**config.mk**
```make
export PLATFORM = sky130hd
export DESIGN_NAME = truth_table_sweeper
export DESIGN_NICKNAME = d
export VERILOG_FILES = /design/src/rtl/truth_table_sweeper.sv
export SDC_FILE = /design/constraint.sdc
export NUM_CORES = 1
export LEC_CHECK = 0
export BUFFER_PORTS_ARGS = -buffer_cell sky130_fd_sc_hd__buf_4
export CORE_MARGIN = 10
export CORE_UTILIZATION = 55
export DETAILED_ROUTE_END_ITERATION = 7
export HOLD_SLACK_MARGIN = 0.15
export PLACE_DENSITY = 0.87
export RECOVER_POWER = 100
export SLEW_MARGIN = 10
export SYNTH_ARGS = -nofsm -noshare
export SYNTH_HDL_FRONTEND = slang
export SYNTH_SLANG_ARGS = --single-unit
```
**constraint.sdc**
```tcl
create_clock -name clk -period 5.07 [get_ports clk]
set_input_delay 0 -clock clk [delete_from_list [all_inputs] [get_ports clk]]
set_output_delay 0 -clock clk [all_outputs]
set_load 0.005 [all_outputs]
```
**src/rtl/truth_table_sweeper.sv**
```systemverilog
// Exhaustive truth-table sweeper for one N_IN-input gate: drives every vector, settles, samples, scores.
// Optional macro TT_SWEEP_ABORT_EN adds an abort input that cancels a sweep in progress.
module truth_table_sweeper #(
  parameter int unsigned N_IN   = 2,
  parameter int unsigned SETTLE = 3
) (
  input  logic                 clk,
  input  logic                 rst,
  input  logic                 start,
`ifdef TT_SWEEP_ABORT_EN
  input  logic                 abort,
`endif
  input  logic [2**N_IN-1:0]   expected,
  output logic [N_IN-1:0]      dut_in,
  input  logic                 dut_out,
  output logic                 busy,
  output logic                 done,
  output logic [2**N_IN-1:0]   table_out,
  output logic                 pass,
  output logic [N_IN:0]        mismatch_cnt
);

  localparam int unsigned N_VEC = 2**N_IN;
  localparam int unsigned CNT_W = (SETTLE > 1) ? $clog2(SETTLE) : 1;
  localparam logic [N_IN:0]  LAST_IDX   = (N_IN+1)'(N_VEC - 1);
  localparam logic [CNT_W-1:0] SETTLE_END = CNT_W'(SETTLE - 1);

  typedef enum logic [1:0] {S_IDLE, S_SETTLE, S_SAMPLE, S_DONE} state_t;

  state_t             state_q, state_d;
  logic [N_IN-1:0]    dut_in_q, dut_in_d;
  logic [CNT_W-1:0]   settle_cnt_q, settle_cnt_d;
  logic [N_VEC-1:0]   table_q, table_d;
  logic [N_VEC-1:0]   exp_q, exp_d;
  logic [N_IN:0]      mismatch_cnt_q, mismatch_cnt_d;
  logic               busy_q, busy_d;
  logic               done_q, done_d;
  logic               pass_q, pass_d;
  logic               abort_hit;

  // Next-state and next-output logic; abort overrides everything while busy.
  always_comb begin
    state_d        = state_q;
    dut_in_d       = dut_in_q;
    settle_cnt_d   = settle_cnt_q;
    table_d        = table_q;
    exp_d          = exp_q;
    mismatch_cnt_d = mismatch_cnt_q;
    busy_d         = busy_q;
    done_d         = done_q;
    pass_d         = pass_q;
    abort_hit      = 1'b0;
`ifdef TT_SWEEP_ABORT_EN
    abort_hit      = abort && (state_q == S_SETTLE || state_q == S_SAMPLE);
`endif

    case (state_q)
      S_IDLE, S_DONE: begin
        if (start) begin
          state_d        = S_SETTLE;
          dut_in_d       = '0;
          settle_cnt_d   = '0;
          table_d        = '0;
          mismatch_cnt_d = '0;
          exp_d          = expected;
          busy_d         = 1'b1;
          done_d         = 1'b0;
          pass_d         = 1'b0;
        end
      end
      S_SETTLE: begin
        if (settle_cnt_q == SETTLE_END) begin
          state_d = S_SAMPLE;
        end else begin
          settle_cnt_d = settle_cnt_q + CNT_W'(1);
        end
      end
      S_SAMPLE: begin
        table_d[dut_in_q] = dut_out;
        if (dut_out != exp_q[dut_in_q]) begin
          mismatch_cnt_d = mismatch_cnt_q + (N_IN+1)'(1);
        end
        // Terminal compare is one bit wider so N_IN=8 cannot wrap.
        if ({1'b0, dut_in_q} == LAST_IDX) begin
          state_d = S_DONE;
          busy_d  = 1'b0;
          done_d  = 1'b1;
          pass_d  = (mismatch_cnt_d == '0);
        end else begin
          state_d      = S_SETTLE;
          dut_in_d     = dut_in_q + N_IN'(1);
          settle_cnt_d = '0;
        end
      end
      default: state_d = S_IDLE;
    endcase

    if (abort_hit) begin
      state_d        = S_IDLE;
      dut_in_d       = '0;
      settle_cnt_d   = '0;
      table_d        = table_q;
      mismatch_cnt_d = mismatch_cnt_q;
      busy_d         = 1'b0;
      done_d         = 1'b0;
      pass_d         = 1'b0;
    end
  end

  always_ff @(posedge clk or posedge rst) begin
    if (rst) begin
      state_q        <= S_IDLE;
      dut_in_q       <= '0;
      settle_cnt_q   <= '0;
      table_q        <= '0;
      exp_q          <= '0;
      mismatch_cnt_q <= '0;
      busy_q         <= 1'b0;
      done_q         <= 1'b0;
      pass_q         <= 1'b0;
    end else begin
      state_q        <= state_d;
      dut_in_q       <= dut_in_d;
      settle_cnt_q   <= settle_cnt_d;
      table_q        <= table_d;
      exp_q          <= exp_d;
      mismatch_cnt_q <= mismatch_cnt_d;
      busy_q         <= busy_d;
      done_q         <= done_d;
      pass_q         <= pass_d;
    end
  end

  assign dut_in       = dut_in_q;
  assign busy         = busy_q;
  assign done         = done_q;
  assign table_out    = table_q;
  assign pass         = pass_q;
  assign mismatch_cnt = mismatch_cnt_q;

endmodule

```
---- Yosys cells after proc, flatten, opt, wreduce, memory -nomap -nowiden ----
Index checks and enable logic that the tools add are counted.
W data, S select, Z words.
operators by class
  add/subtract/negate cells ............... 3
  magnitude comparators ................... 2
  eq/ne operators ......................... 11
  muxes and demuxes ....................... 29
  reductions and logical operators ........ 11
operators by type and width
  operator               count
  $mux W2                7
  $pmux W2 S3            2
  $ne A2 B2 Y1 const B   5
  $mux W3                3
  $reduce_and A3 Y1      3
  $eq A2 B2 Y1 const B   4
  $pmux W4 S2            1
  $mux W1                7
  $pmux W1 S2            3
  $pmux W3 S2            1
  $reduce_and A2 Y1      3
  $add A2 B1 Y2 const B  2
  $bwmux W4              1
  $mux W4                1
  $pmux W2 S2            1
  $add A3 B1 Y3 const B  1
  $logic_not A3 Y1       1
  $lt A2 B3 Y1 const B   1
  $bmux W1 S2            1
  $demux W1 S2           1
  $eq A2 B1 Y1 const B   1
  $ge A2 B1 Y1 const B   1
  $logic_not A2 Y1       1
  $reduce_bool A2 Y1     1
  other kinds (3)        3
word-level totals
  register bits ........................... 20
  input port bits ......................... 8

---- Logic depth before layout (Yosys ltp) ----
  depth in word-level cells ............... 8
  depth in mapped cells ................... 8
  depth with buffers taken out ............ 7

---- Worst setup path before layout ----
OpenSTA, ideal clock, no wires.
  kind .................................... register -> register
  start ................................... register dut_in_q[0], in the netlist dut_in[0]
  end ..................................... register pass_q, in the netlist pass
  arrival ................................. 1736 ps
  data required time ...................... 4966 ps
  setup slack ............................. 3230 ps
  cell stages (with the launch flop) ...... 6
  buffers on the path ..................... 0
  path through ............................ dfrtp_1 > mux4_2 > xnor2_4 > nand2b_4 > nor2_2 > o41ai_2
between the ends
  cells in the longest elaborated chain, start to end .. 8
  elaborated cells on any way between the ends .. 11
  those cells by class .................... eq/ne (3); mux (6); reduce/logical (2)
RTL lines
  item                           RTL line  source
  from (decl)                    31        logic [N_IN-1:0] dut_in_q, dut_in_d;
  from (signal assigned)         123       dut_in_q <= dut_in_d;
  $bmux W1 S2                    80        if (dut_out != exp_q[dut_in_q]) begin
  $mux W1 (not written as such)  80
  $ne A1 B1 Y1                   80
  $mux W3                        80
  $mux W3                        57        case (state_q)
  $logic_not A3 Y1               88        pass_d = (mismatch_cnt_d == '0);
  $mux W1                        84        if ({1'b0, dut_in_q} == LAST_IDX) begin
  $pmux W1 S2                    57
  to (signal assigned)           130       pass_q <= pass_d;
  to (decl)                      38        logic pass_q, pass_d;
Several ways; a longest one is shown, not always the timed one. The select of a mux whose other input is x is not followed.
A chain may end at the register's enable or synchronous reset.

---- Worst setup path in the final report ----
Ends and elaborated chain as after synthesis.

==> metrics.txt <==
vias 1054; # IOs 20; Crit Reg-Reg Startpoint dut_in[0]$_DFFE_PP0P_; Final ANT Viol Nets 0; RSZ-0062 raised after global routing false; Worst IR Drop VDD 283 uV; PwrDens 460 mW/mm^2; post-route setup TNS 0 ns; yosys warns 0; sequential cell area 500 sq um; clk_skew 0.00677 ns; Net Sw Power 0.264 mW; crit path launch type register; Sequential Power Share 35.2%; Slowest cell on crit path mux4_2; top-area cell type share of the netlist area 40.7%; post-synthesis simple-gate area fraction 15.9%; Area after DPL 0.00138 sq mm; Max Clock Freq 0.448 GHz; initial antenna violation count 0; Crit path buffers/inverters 0; core area 0.00217 sq mm; internal power 0.407 mW; GRT overflow 0; flop-to-flop setup slack 2.84 ns; Worst-path clk slew 0.13 ns; cts bufs inserted 3; Sink Count 20; critical path class register to register; max_cap viols 0; Synth Area in XOR/XNOR 2.24%; CP Max Fanout 8; Filler cells 162; capture point of the critical path pass$_DFFE_PP0P_; n_diodes 0; final worst path period share 44.1%; dpl cells 171; fin cells 181; maximum root-to-sink buffer count 2; clock power share 20.3%; CP required 5.30 ns; crit path cell chain mux4_2 > xnor2_1 > nand2b_1 > nor2_2 > o41ai_2; post-synthesis register bit count 20; PortBufs 19; wire length per cell 15.8 microns; post-synthesis mux area share 7.11%; Synth area leaders dfrtp_1 41%, ha_1 9.1%, o21ai_0 6.9%; largest family of logic cells by synthesized area compound AO/OA/AOI/OAI gates; Post-Syn Nets 146; CTS tree built; pre-CTS setup slack 3.10 ns; Syn Area/Cell 9.54 sq um; Tightest Pin Transition 0.741 ns; final hold vios 0; slew margin rel. 50.6%; Sw Share 39.3%; Hold Slack 0.130 ns; Initial Utilization 56.7%; H-tree levels 1; CP arrival 2.46 ns; fin. max-slew vios 0; compound-cell area share of the yosys netlist 20.3%; Syn Std Cell Area 0.00123 sq mm; share of post-route cells with drive strength above 1 18.3%; worst reg2reg endpoint pass$_DFFE_PP0P_; Critical path origin dut_in[0]$_DFFE_PP0P_; Crit. path cell count 5; Seq/Total Area, Yosys 40.7%; placement row count 17; Clock Root Buffer clkbuf_4; die height 67.3 microns; Final Instance Area 0.00146 sq mm; GP Congestion 0.790; drt drc 0; Post-Synth Adder-Cell Area 9.15%; Pre-antenna DRT Iters 4; cell accounting for the most synthesized area dfrtp_1; Syn Inst Count 129; Via density 5.82; Detailed Route WL 2850 microns; Synth cell types 32; fin worst setup slack 2.84 ns; Worst path max stage delay 0.56 ns; commonest non-fill, non-tap cell in the layout dfrtp_1; Multi-input gate area 647 sq um; final setup fails 0; vias in the first global route 1077; Min-Delay Path Class primary input to register; P&R area growth vs syn 18.3%; CP endpoint kind register; DIE AREA 0.00453 sq mm; Static Leak 0.665 nW; Logic pwr share 44.5%; All-Layer GR Usage 13.3%; detailed placement HPWL 2040 microns; nets 171; die width 67.3 microns; post-cts resize count 0; largest net degree at the start of global routing 21; DRT iter0 DRCs 66; Worst path top cell family by delay multiplexers; global-route wire length before repair 4760 microns; clk_lat worst skew 0.32 ns; most frequent cells in the layout 20 x dfrtp_1, 17 x o21ai_0, 13 x nand2_1, 13 x clkbuf_4, 10 x a21oi_1; min Tclk post-route 2.23 ns; outcome completed; worst reg-to-reg path cell count 5
[how the worst min path moves through the flow]
| stage | from | to | cells after the start |
|---|---|---|---|
| after floorplan | rst | busy$_DFFE_PP0P_ | 1 |
| after global placement | rst | busy$_DFFE_PP0P_ | 2 |
| after detailed placement | rst | table_out[2]$_DFFE_PP0P_ | 2 |
| after CTS | dut_out | mismatch_cnt[0]$_DFFE_PP0P_ | 4 |
| after global routing | dut_out | table_out[1]$_DFFE_PP0P_ | 4 |
| final | dut_out | table_out[1]$_DFFE_PP0P_ | 4 |
[power by group through the flow]
stage	sequential [mW]	clock (mW)	combinational, mW
CTS	0.236	0.134	0.323
global route	0.243	0.138	0.336
global placement	0.235	0	0.302
detailed placement	0.240	0	0.316
finish	0.236	0.136	0.298
floorplan	0.231	0	0.247
[state kept, by name (all words and copies together), names as in the netlist]
signal	cells
busy	1
done	1
dut_in	2
exp_q	4
mismatch_cnt	3
pass	1
settle_cnt_q	2
state_q	2
table_out	4
[cell usage after synthesis (all sizes together)]
library cell	number
dfrtp	20
o21ai	17
nand2	13
a21oi	10
ha	9
inv	8
nor2	7
a22oi	5
and3	5
mux2	4
nand2b	4
clkbuf	3
nor3	3
buf	2
mux2i	2
nor2b	2
o211ai	2
o31ai	2
a211oi	1
a22o	1
a31oi	1
and2	1
and2b	1
mux4	1
nand3	1
nor4	1
o221ai	1
o41ai	1
xnor2	1
[per-layer routing]
metal,wire (microns),global-route usage [%],share of wire [%],vias up
met5,0,0,0,-
met4,122,7.95,4.3,0
met3,185,3.47,6.5,17
li1,-,-,-,505
met2,1350,22.9,47,39
met1,1190,14.3,42,493
[worst reg2reg max path, stage by stage (launching register included)]
cell      delay (ns)
dfrtp_1         0.54
mux4_2          0.56
xnor2_1         0.43
nand2b_1        0.24
nor2_2          0.05
o41ai_2         0.32
[final cells by class]
class,count,share of cell area (%)
tap,28,2.41
sequential,20,34.4
timing repair buffer,25,13.1
inverter,8,2.06
clock inverter,1,2.06
clock buffer,3,1.55
multi-input combinational,96,44.4
[per-stage QoR]
| stage | power, mW | util [%] |
|---|---|---|
| after floorplan | 0.478 | - |
| after global placement | 0.538 | 63.7 |
| after detailed placement | 0.556 | 63.7 |
| after CTS | 0.694 | 68.9 |
| after global routing | 0.717 | 67.1 |
| final | 0.671 | 67.1 |
[kinds of logic after synthesis]
group,count (synthesis)
AOI/OAI and AO/OA,41
xor gates and xnor gates,1
adders and majority gates,9
buffers and inverters,13
DFF,20
muxes,7
and+or+nand+nor,38
[timing repair]
item	in CTS	in global routing
endpoints found under the hold margin	28	0
buffers inserted	0	0
hold buffers	6	0
Note: power is estimated with default switching activity, not from simulation.
